===== src/rtl/board_ctrl_pkg.sv =====
// Shared definitions for the chess board controller: FSM state encodings,
// move-word field offsets, piece codes and a null-move helper.
package board_ctrl_pkg;

  // 3-bit controller state encodings
  typedef enum logic [2:0] {
    StIdle      = 3'd0,
    StInitIssue = 3'd1,
    StInitWait  = 3'd2,
    StMoveIssue = 3'd3,
    StMoveWait  = 3'd4,
    StDone      = 3'd5
  } state_e;

  // Move word: {piece[15:12], ox[11:9], oy[8:6], dx[5:3], dy[2:0]}
  localparam int unsigned MoveWidth  = 16;
  localparam int unsigned PieceLsb   = 12;
  localparam int unsigned PieceWidth = 4;
  localparam int unsigned OxLsb      = 9;
  localparam int unsigned OyLsb      = 6;
  localparam int unsigned DxLsb      = 3;
  localparam int unsigned DyLsb      = 0;
  localparam int unsigned CoordWidth = 3;

  // Piece codes
  localparam logic [3:0] PieceEmpty       = 4'd0;
  localparam logic [3:0] PieceBlackPawn   = 4'd1;
  localparam logic [3:0] PieceBlackKnight = 4'd2;
  localparam logic [3:0] PieceBlackBishop = 4'd3;
  localparam logic [3:0] PieceBlackRook   = 4'd4;
  localparam logic [3:0] PieceBlackQueen  = 4'd5;
  localparam logic [3:0] PieceBlackKing   = 4'd6;
  localparam logic [3:0] PieceWhitePawn   = 4'd7;
  localparam logic [3:0] PieceWhiteKnight = 4'd8;
  localparam logic [3:0] PieceWhiteBishop = 4'd9;
  localparam logic [3:0] PieceWhiteRook   = 4'd10;
  localparam logic [3:0] PieceWhiteQueen  = 4'd11;
  localparam logic [3:0] PieceWhiteKing   = 4'd12;

  // A move whose origin equals its destination is a null move
  function automatic logic is_null_move(input logic [MoveWidth-1:0] word);
    return (word[OxLsb +: CoordWidth] == word[DxLsb +: CoordWidth]) &&
           (word[OyLsb +: CoordWidth] == word[DyLsb +: CoordWidth]);
  endfunction

endpackage


===== src/rtl/board_controller_if.sv =====
// Requester and datapath signals of the board controller. The master modport
// is the controller's view; the slave modport is the environment's view.
interface board_controller_if;
  logic        init_req;
  logic        init_ack;
  logic [1:0]  req_valid;
  logic [15:0] req0_move;
  logic [15:0] req1_move;
  logic [1:0]  req_grant;
  logic [2:0]  origin_x;
  logic [2:0]  origin_y;
  logic [2:0]  destination_x;
  logic [2:0]  destination_y;
  logic [3:0]  piece_to_move;
  logic        initialize_board;
  logic        move_piece;
  logic        initialize_complete;
  logic        move_complete;
  logic        board_ready;
  logic        turn;
  logic        busy;
  logic        done;
  logic        error;

  modport master (
    input  init_req, req_valid, req0_move, req1_move, initialize_complete, move_complete,
    output init_ack, req_grant, origin_x, origin_y, destination_x, destination_y,
           piece_to_move, initialize_board, move_piece, board_ready, turn, busy, done, error
  );

  modport slave (
    output init_req, req_valid, req0_move, req1_move, initialize_complete, move_complete,
    input  init_ack, req_grant, origin_x, origin_y, destination_x, destination_y,
           piece_to_move, initialize_board, move_piece, board_ready, turn, busy, done, error
  );
endinterface


===== src/rtl/op_watchdog.sv =====
// Operation watchdog: counts enabled cycles from a clear and flags expiry when
// the count reaches Limit-1. The count saturates there instead of wrapping.
module op_watchdog #(
  parameter int unsigned     Width = 16,
  parameter logic [Width-1:0] Limit = '1
) (
  input  logic clk,
  input  logic reset,
  input  logic clear,
  input  logic enable,
  output logic expire
);

  logic [Width-1:0] count_q, count_d;
  logic             at_limit;

  assign at_limit = (count_q == Limit - 1'b1);
  assign expire   = enable & at_limit;

  // Next count: clear wins over enable; hold once the limit is reached
  always_comb begin
    count_d = count_q;
    if (clear) begin
      count_d = '0;
    end else if (enable && !at_limit) begin
      count_d = count_q + 1'b1;
    end
  end

  // Counter register
  always_ff @(posedge clk or posedge reset) begin
    if (reset) begin
      count_q <= '0;
    end else begin
      count_q <= count_d;
    end
  end

endmodule


===== src/rtl/board_controller.sv =====
// Chess board controller: arbitrates init and move requests between white (0)
// and black (1), enforces turn order, holds the move word for the datapath and
// reports done/error. Define BOARD_CTRL_TIMEOUT_EN to build the watchdog and
// timeout path; without it the WAIT states wait indefinitely.
module board_controller
  import board_ctrl_pkg::*;
#(
  parameter logic [15:0] TIMEOUT_CYCLES = 16'd4096,
  parameter bit          STRICT_TURNS   = 1'b1
) (
  input logic                clk,
  input logic                reset,
  board_controller_if.master bus
);

  state_e                 state_q, state_d;
  logic [MoveWidth-1:0]   move_q;
  logic [MoveWidth-1:0]   sel_word;
  logic                   sel;
  logic                   op_init_q;
  logic                   board_ready_q;
  logic                   turn_q;
  logic                   accept_init;
  logic                   accept_move;
  logic [1:0]             grant;
  logic                   reject;
  logic                   timeout;
  logic                   expire;

`ifdef BOARD_CTRL_TIMEOUT_EN
  logic wd_clear;
  logic wd_enable;

  assign wd_clear  = (state_q == StInitIssue) || (state_q == StMoveIssue);
  assign wd_enable = (state_q == StInitWait) || (state_q == StMoveWait);

  op_watchdog #(
    .Width (16),
    .Limit (TIMEOUT_CYCLES)
  ) u_op_watchdog (
    .clk    (clk),
    .reset  (reset),
    .clear  (wd_clear),
    .enable (wd_enable),
    .expire (expire)
  );
`else
  logic unused_timeout_cfg;
  assign unused_timeout_cfg = ^TIMEOUT_CYCLES;
  assign expire = 1'b0;
`endif

  // Arbitration and next-state logic
  always_comb begin
    state_d     = state_q;
    accept_init = 1'b0;
    accept_move = 1'b0;
    grant       = 2'b00;
    reject      = 1'b0;
    timeout     = 1'b0;
    // Turn holder first; the other side only when turns are relaxed and the
    // holder is not requesting.
    sel = turn_q;
    if (!STRICT_TURNS && !bus.req_valid[turn_q]) begin
      sel = ~turn_q;
    end
    sel_word = sel ? bus.req1_move : bus.req0_move;

    unique case (state_q)
      StIdle: begin
        if (bus.init_req) begin
          accept_init = 1'b1;
          state_d     = StInitIssue;
        end else if (board_ready_q && bus.req_valid[sel]) begin
          accept_move = 1'b1;
          grant       = sel ? 2'b10 : 2'b01;
          if (is_null_move(sel_word)) begin
            reject = 1'b1;
          end else begin
            state_d = StMoveIssue;
          end
        end
      end
      StInitIssue: state_d = StInitWait;
      StInitWait: begin
        // Completion wins over a same-cycle expiry
        if (bus.initialize_complete) begin
          state_d = StDone;
        end else if (expire) begin
          timeout = 1'b1;
          state_d = StIdle;
        end
      end
      StMoveIssue: state_d = StMoveWait;
      StMoveWait: begin
        if (bus.move_complete) begin
          state_d = StDone;
        end else if (expire) begin
          timeout = 1'b1;
          state_d = StIdle;
        end
      end
      StDone:  state_d = StIdle;
      default: state_d = StIdle;
    endcase
  end

  // State register
  always_ff @(posedge clk or posedge reset) begin
    if (reset) begin
      state_q <= StIdle;
    end else begin
      state_q <= state_d;
    end
  end

  // Accepted move word; held unchanged until the next acceptance
  always_ff @(posedge clk or posedge reset) begin
    if (reset) begin
      move_q <= '0;
    end else if (accept_move) begin
      move_q <= sel_word;
    end
  end

  // Operation kind, used by DONE to decide between init and move bookkeeping
  always_ff @(posedge clk or posedge reset) begin
    if (reset) begin
      op_init_q <= 1'b0;
    end else if (accept_init) begin
      op_init_q <= 1'b1;
    end else if (accept_move) begin
      op_init_q <= 1'b0;
    end
  end

  // Board status and turn bookkeeping
  always_ff @(posedge clk or posedge reset) begin
    if (reset) begin
      board_ready_q <= 1'b0;
      turn_q        <= 1'b0;
    end else if (timeout) begin
      board_ready_q <= 1'b0;
    end else if (state_q == StDone) begin
      if (op_init_q) begin
        board_ready_q <= 1'b1;
        turn_q        <= 1'b0;
      end else begin
        turn_q <= ~turn_q;
      end
    end
  end

  // Mealy pulses are masked during reset so every output reads 0 then
  assign bus.init_ack         = accept_init & ~reset;
  assign bus.req_grant        = grant & {2{~reset}};
  assign bus.error            = (reject | timeout) & ~reset;
  assign bus.initialize_board = (state_q == StInitIssue);
  assign bus.move_piece       = (state_q == StMoveIssue);
  assign bus.busy             = (state_q != StIdle);
  assign bus.done             = (state_q == StDone);
  assign bus.board_ready      = board_ready_q;
  assign bus.turn             = turn_q;
  assign bus.piece_to_move    = move_q[PieceLsb +: PieceWidth];
  assign bus.origin_x         = move_q[OxLsb +: CoordWidth];
  assign bus.origin_y         = move_q[OyLsb +: CoordWidth];
  assign bus.destination_x    = move_q[DxLsb +: CoordWidth];
  assign bus.destination_y    = move_q[DyLsb +: CoordWidth];

endmodule


===== src/flat_wrapper.sv =====
// flat-port wrapper written by rule: the top's interface ports become plain ports
module board_controller_flat import board_ctrl_pkg::*;
#(
  parameter logic [15:0] TIMEOUT_CYCLES = 16'd4096,
  parameter bit          STRICT_TURNS   = 1'b1
)
  (clk, reset, bus_init_req, bus_req_valid, bus_req0_move, bus_req1_move, bus_initialize_complete, bus_move_complete, bus_init_ack, bus_req_grant, bus_origin_x, bus_origin_y, bus_destination_x, bus_destination_y, bus_piece_to_move, bus_initialize_board, bus_move_piece, bus_board_ready, bus_turn, bus_busy, bus_done, bus_error);
  board_controller_if bus_i ();
  input logic clk;
  input logic reset;
  input wire logic [$bits(bus_i.init_req)-1:0] bus_init_req;
  input wire logic [$bits(bus_i.req_valid)-1:0] bus_req_valid;
  input wire logic [$bits(bus_i.req0_move)-1:0] bus_req0_move;
  input wire logic [$bits(bus_i.req1_move)-1:0] bus_req1_move;
  input wire logic [$bits(bus_i.initialize_complete)-1:0] bus_initialize_complete;
  input wire logic [$bits(bus_i.move_complete)-1:0] bus_move_complete;
  output wire logic [$bits(bus_i.init_ack)-1:0] bus_init_ack;
  output wire logic [$bits(bus_i.req_grant)-1:0] bus_req_grant;
  output wire logic [$bits(bus_i.origin_x)-1:0] bus_origin_x;
  output wire logic [$bits(bus_i.origin_y)-1:0] bus_origin_y;
  output wire logic [$bits(bus_i.destination_x)-1:0] bus_destination_x;
  output wire logic [$bits(bus_i.destination_y)-1:0] bus_destination_y;
  output wire logic [$bits(bus_i.piece_to_move)-1:0] bus_piece_to_move;
  output wire logic [$bits(bus_i.initialize_board)-1:0] bus_initialize_board;
  output wire logic [$bits(bus_i.move_piece)-1:0] bus_move_piece;
  output wire logic [$bits(bus_i.board_ready)-1:0] bus_board_ready;
  output wire logic [$bits(bus_i.turn)-1:0] bus_turn;
  output wire logic [$bits(bus_i.busy)-1:0] bus_busy;
  output wire logic [$bits(bus_i.done)-1:0] bus_done;
  output wire logic [$bits(bus_i.error)-1:0] bus_error;
  assign bus_i.init_req = bus_init_req;
  assign bus_i.req_valid = bus_req_valid;
  assign bus_i.req0_move = bus_req0_move;
  assign bus_i.req1_move = bus_req1_move;
  assign bus_i.initialize_complete = bus_initialize_complete;
  assign bus_i.move_complete = bus_move_complete;
  assign bus_init_ack = bus_i.init_ack;
  assign bus_req_grant = bus_i.req_grant;
  assign bus_origin_x = bus_i.origin_x;
  assign bus_origin_y = bus_i.origin_y;
  assign bus_destination_x = bus_i.destination_x;
  assign bus_destination_y = bus_i.destination_y;
  assign bus_piece_to_move = bus_i.piece_to_move;
  assign bus_initialize_board = bus_i.initialize_board;
  assign bus_move_piece = bus_i.move_piece;
  assign bus_board_ready = bus_i.board_ready;
  assign bus_turn = bus_i.turn;
  assign bus_busy = bus_i.busy;
  assign bus_done = bus_i.done;
  assign bus_error = bus_i.error;
  board_controller #(.TIMEOUT_CYCLES(TIMEOUT_CYCLES), .STRICT_TURNS(STRICT_TURNS)) u_core (.clk(clk), .reset(reset), .bus(bus_i));
endmodule

===== config.mk =====
export PLATFORM = sky130hd
export DESIGN_NAME = board_controller_flat
export DESIGN_NICKNAME = d
export VERILOG_FILES = /design/src/rtl/board_ctrl_pkg.sv /design/src/rtl/board_controller_if.sv /design/src/rtl/op_watchdog.sv /design/src/rtl/board_controller.sv /design/src/flat_wrapper.sv
export SDC_FILE = /design/constraint.sdc
export NUM_CORES = 1
export LEC_CHECK = 0
export BUFFER_PORTS_ARGS = -buffer_cell sky130_fd_sc_hd__buf_4
export CAP_MARGIN = 15
export CORE_MARGIN = 5
export CORE_UTILIZATION = 41
export CTS_CLUSTER_SIZE = 28
export DETAILED_ROUTE_END_ITERATION = 8
export PLACE_DENSITY = 0.75
export SETUP_SLACK_MARGIN = 0.1
export SLEW_MARGIN = 20
export SYNTH_ARGS = -nofsm -noshare
export SYNTH_HDL_FRONTEND = slang
export SYNTH_SLANG_ARGS = --single-unit

===== constraint.sdc =====
create_clock -name clk -period 1.45 [get_ports clk]
set_input_delay 0.29 -clock clk [delete_from_list [all_inputs] [get_ports clk]]
set_output_delay 0.29 -clock clk [all_outputs]
set_load 0.05 [all_outputs]

==> flow_metrics.py <==
metrics = {
    "run_status": {
        "status": "finished with violations",
        "violations": "setup timing",
    },
    "layout": {
        "diodes": 0,
        "fillers": 240,
        "seq_area_um2": 552,
        "stdcell_count": 246,
        "utilization_pct": 73.5,
        "fin_nets": 242,
        "area_delta_synth_final_pct": 69.8,
        "multi_input_area_um2": 821,
        "drive_gt1_share_pct": 73.3,
    },
    "timing": {
        "fmax_mhz": 490,
        "rsz0062_at_grt": "yes",
        "fin_tns_setup_ps": -8430,
        "slew_viol_final": 0,
        "hold_viol": 0,
        "timing.slew.headroom_pct": 80.8,
        "fin_ws_ps": -591,
        "finalCriticalPeriod_ps": 2040,
        "clock_skew_ps": 3.47,
        "tightest_slew_ps": 288,
        "setup_viol": 24,
        "finalCritPeriodShare_pct": 141,
    },
    "floorplanning": {
        "ios": 65,
        "core_area_um2": 3080,
        "start_util_pct": 43.3,
        "die_area_um2": 4490,
        "die_y_um": 67.0,
        "row_count": 20,
        "die_w_um": 67.0,
    },
    "critical_path": {
        "reg2reg_slack_ps": -400,
        "path_max_fanout": 2,
        "crit_arrival_ps": 1750,
        "critPathLaunchType": "register",
        "r2r-end": "u_core.move_q[1]$_DFFE_PP0P_",
        "r2r_cells": 8,
        "timing.rr.start": "u_core.bus.turn$_DFFE_PP0P_",
        "crit_type": "reg -> out",
        "cp.required_ps": 1160,
        "cp-startpoint": "u_core.bus.turn$_DFFE_PP0P_",
        "cp-end-kind": "output pin",
    },
    "global_route": {
        "grt_overflow": 0,
        "grtUsageMet3_pct": 3.71,
        "grt_usage_pct": 16.9,
        "antenna_found_initial": 0,
        "grt_pass1_wl_um": 5790,
        "grt_pass1_vias": 1286,
        "grt_use_met2_pct": 31.3,
        "grt_use_met1_pct": 19.1,
        "grt_max_degree": 20,
        "grt_busiest_layer": "met2",
    },
    "clocking": {
        "htree_levels": 1,
        "ctsHoldBuffers": 0,
        "cts_tree": "done",
        "cts_buffers": 3,
        "ctsRootBufferMaster": "clkbuf_4",
        "cts_buffer_depth": 2,
        "path_clk_slew_ps": 120,
        "cts_sinks": 22,
        "clock_latency_ps": 310,
    },
    "pwr": {
        "switching_share_pct": 46.9,
        "ir_drop_v": 0.00130,
        "p_int_w": 0.00274,
        "leakage_nw": 1.09,
        "pwr-share-clk_pct": 6.6,
        "power.switching_w": 0.00242,
        "power_density_nw_per_um2": 2280,
        "p_seq_share_pct": 22.1,
        "power_w": 0.00515,
        "combPwrFrac_pct": 71.4,
    },
    "yosys": {
        "synth-edff-count": 0,
        "async_reset_ff_share_pct": 100,
        "syn_nets": 151,
        "yosys.cell_types.count": 33,
        "ys_warn_count": 0,
        "syn_inst": 112,
        "ys_ff_latch": 22,
        "yosysSeqAreaShare_pct": 41.3,
        "synthTopCellsByArea": "dfrtp_1, mux2_2, mux2_4",
        "syn_avg_cell_area_um2": 11.9,
        "synth_top_area_share_pct": 41.3,
        "ys.flop_type": "dfrtp_1",
        "syn_area_um2": 1330,
        "yosysTopAreaCell": "dfrtp_1",
    },
    "detailed_routing": {
        "via_per_inst": 4.93,
        "wl_per_cell_um": 15.2,
        "dr_total_vias": 1214,
        "ant_nets": 0,
        "drt_iter0_drc": 5,
        "drtPass1Iterations": 6,
        "drt_wl_total_um": 3740,
        "drc": 0,
    },
    "worst_hold_path": {
        "hp-class": "in -> async",
    },
    "job": {
        "maxCapViolCount": 0,
    },
    "placement": {
        "portBuffers": 64,
        "gp_congestion": 0.774,
        "placedCellCount": 233,
        "dp_hpwl_um": 2880,
        "dpl_worst_slack_ps": -647,
    },
}
critical path, stage by stage, from the launching register on:
cell     delay, ps
dfrtp_2        440
or4_4          450
o22a_1         250
nor3_4         130
buf_6          180
state kept, by name (all words and copies together) (netlist names):
signal / cells
u_core.move_q: 16
u_core.bus.turn: 1
u_core.op_init_q: 1
u_core.bus.board_ready: 1
u_core.state_q: 3
cell type report:
class / count / area share (%)
Inverter: 5 / 0.940
Clock buffer: 4 / 1.60
Timing Repair Buffer: 91 / 34.3
Multi-Input combinational cell: 80 / 36.3
Tap cell: 44 / 2.43
Sequential cell: 22 / 24.4
how the worst max path moves through the flow:
stage	slack [ps]	to
final	-590	bus_error
after global routing	-640	bus_req_grant[1]
after CTS	-570	bus_error
after detailed placement	-650	bus_error
after global placement	-610	bus_error
after floorplan	-580	bus_req_grant[1]
Yosys cell counts, drive strengths merged (2+ instances only):
library cell   n
nand3          2
nor3           4
nor2           5
o21ai          2
mux2          33
inv            5
xnor2          9
xor2           3
a21oi          3
nand2          5
dfrtp         22
buf            4
o22ai          2
power groups by stage:
stage,sequential [W],combinational (W),clock [W]
after detailed placement,0.00113,0.00320,0
after CTS,0.00113,0.00345,0.000338
after floorplan,0.00200,0.00133,0
final,0.00114,0.00368,0.000338
after global placement,0.00112,0.00316,0
after global routing,0.00119,0.00386,0.000373
layer usage:
metal  part of all wire (%)  wire length [µm]  vias to the layer above
met3                    7.8               290                        8
met2                     53              1970                       52
met4                    1.7                64                        0
li1                       -                 -                      574
met1                     38              1410                      580
met5                      0                 0                        -
logic make-up after synthesis:
| group | count (synthesis) | share of synthesized area, % |
|---|---|---|
| simple gates | 22 | 10.1 |
| buf+inv | 10 | 4.04 |
| flops | 22 | 41.3 |
| xor+xnor | 12 | 7.89 |
| mux | 34 | 30.6 |
| compound gates | 12 | 6.01 |
cells in the final DEF (no fill, tap or decap):
| master | instances |
|---|---|
| a211oi_2 | 1 |
| nand3_1 | 2 |
| dfrtp_2 | 1 |
| and2b_2 | 1 |
| nor3b_4 | 1 |
| o22ai_1 | 2 |
| inv_1 | 3 |
| inv_2 | 1 |
| nor2_1 | 1 |
| o21ai_0 | 2 |
| buf_8 | 5 |
| dfrtp_1 | 21 |
| xnor2_1 | 9 |
| nand2_4 | 3 |
| buf_6 | 15 |
| xor2_1 | 3 |
| a21bo_2 | 1 |
| clkbuf_4 | 3 |
| nand2_1 | 2 |
| and2_4 | 1 |
| clkbuf_8 | 1 |
| o22a_1 | 1 |
| buf_4 | 71 |
| nor3_1 | 1 |
| and3_4 | 1 |
| or4_4 | 1 |
| mux2_4 | 8 |
| a21oi_1 | 3 |
| mux2i_1 | 1 |
| nor3_4 | 3 |
| inv_4 | 1 |
| a21o_1 | 1 |
| nor2_4 | 4 |
| o221ai_1 | 1 |
| mux2_2 | 25 |
| nand4_1 | 1 |
stage by stage:
| step | hold WS (ps) | cell area (µm²) |
|---|---|---|
| after floorplan | 279 | 1390 |
| after global placement | 378 | 2020 |
| after detailed placement | 381 | 2020 |
| after CTS | 43.6 | 2170 |
| after global routing | 43.2 | 2260 |
| final | 41.7 | 2260 |
what timing repair did:
item / 4_1_cts / 5_1_grt
buffers inserted: 4 / 8
endpoints found under the setup margin: 27 / 29
pin swaps: 9 / 7
gates resized for setup: 28 / 11
No activity file was read; power rests on OpenSTA's default activity.
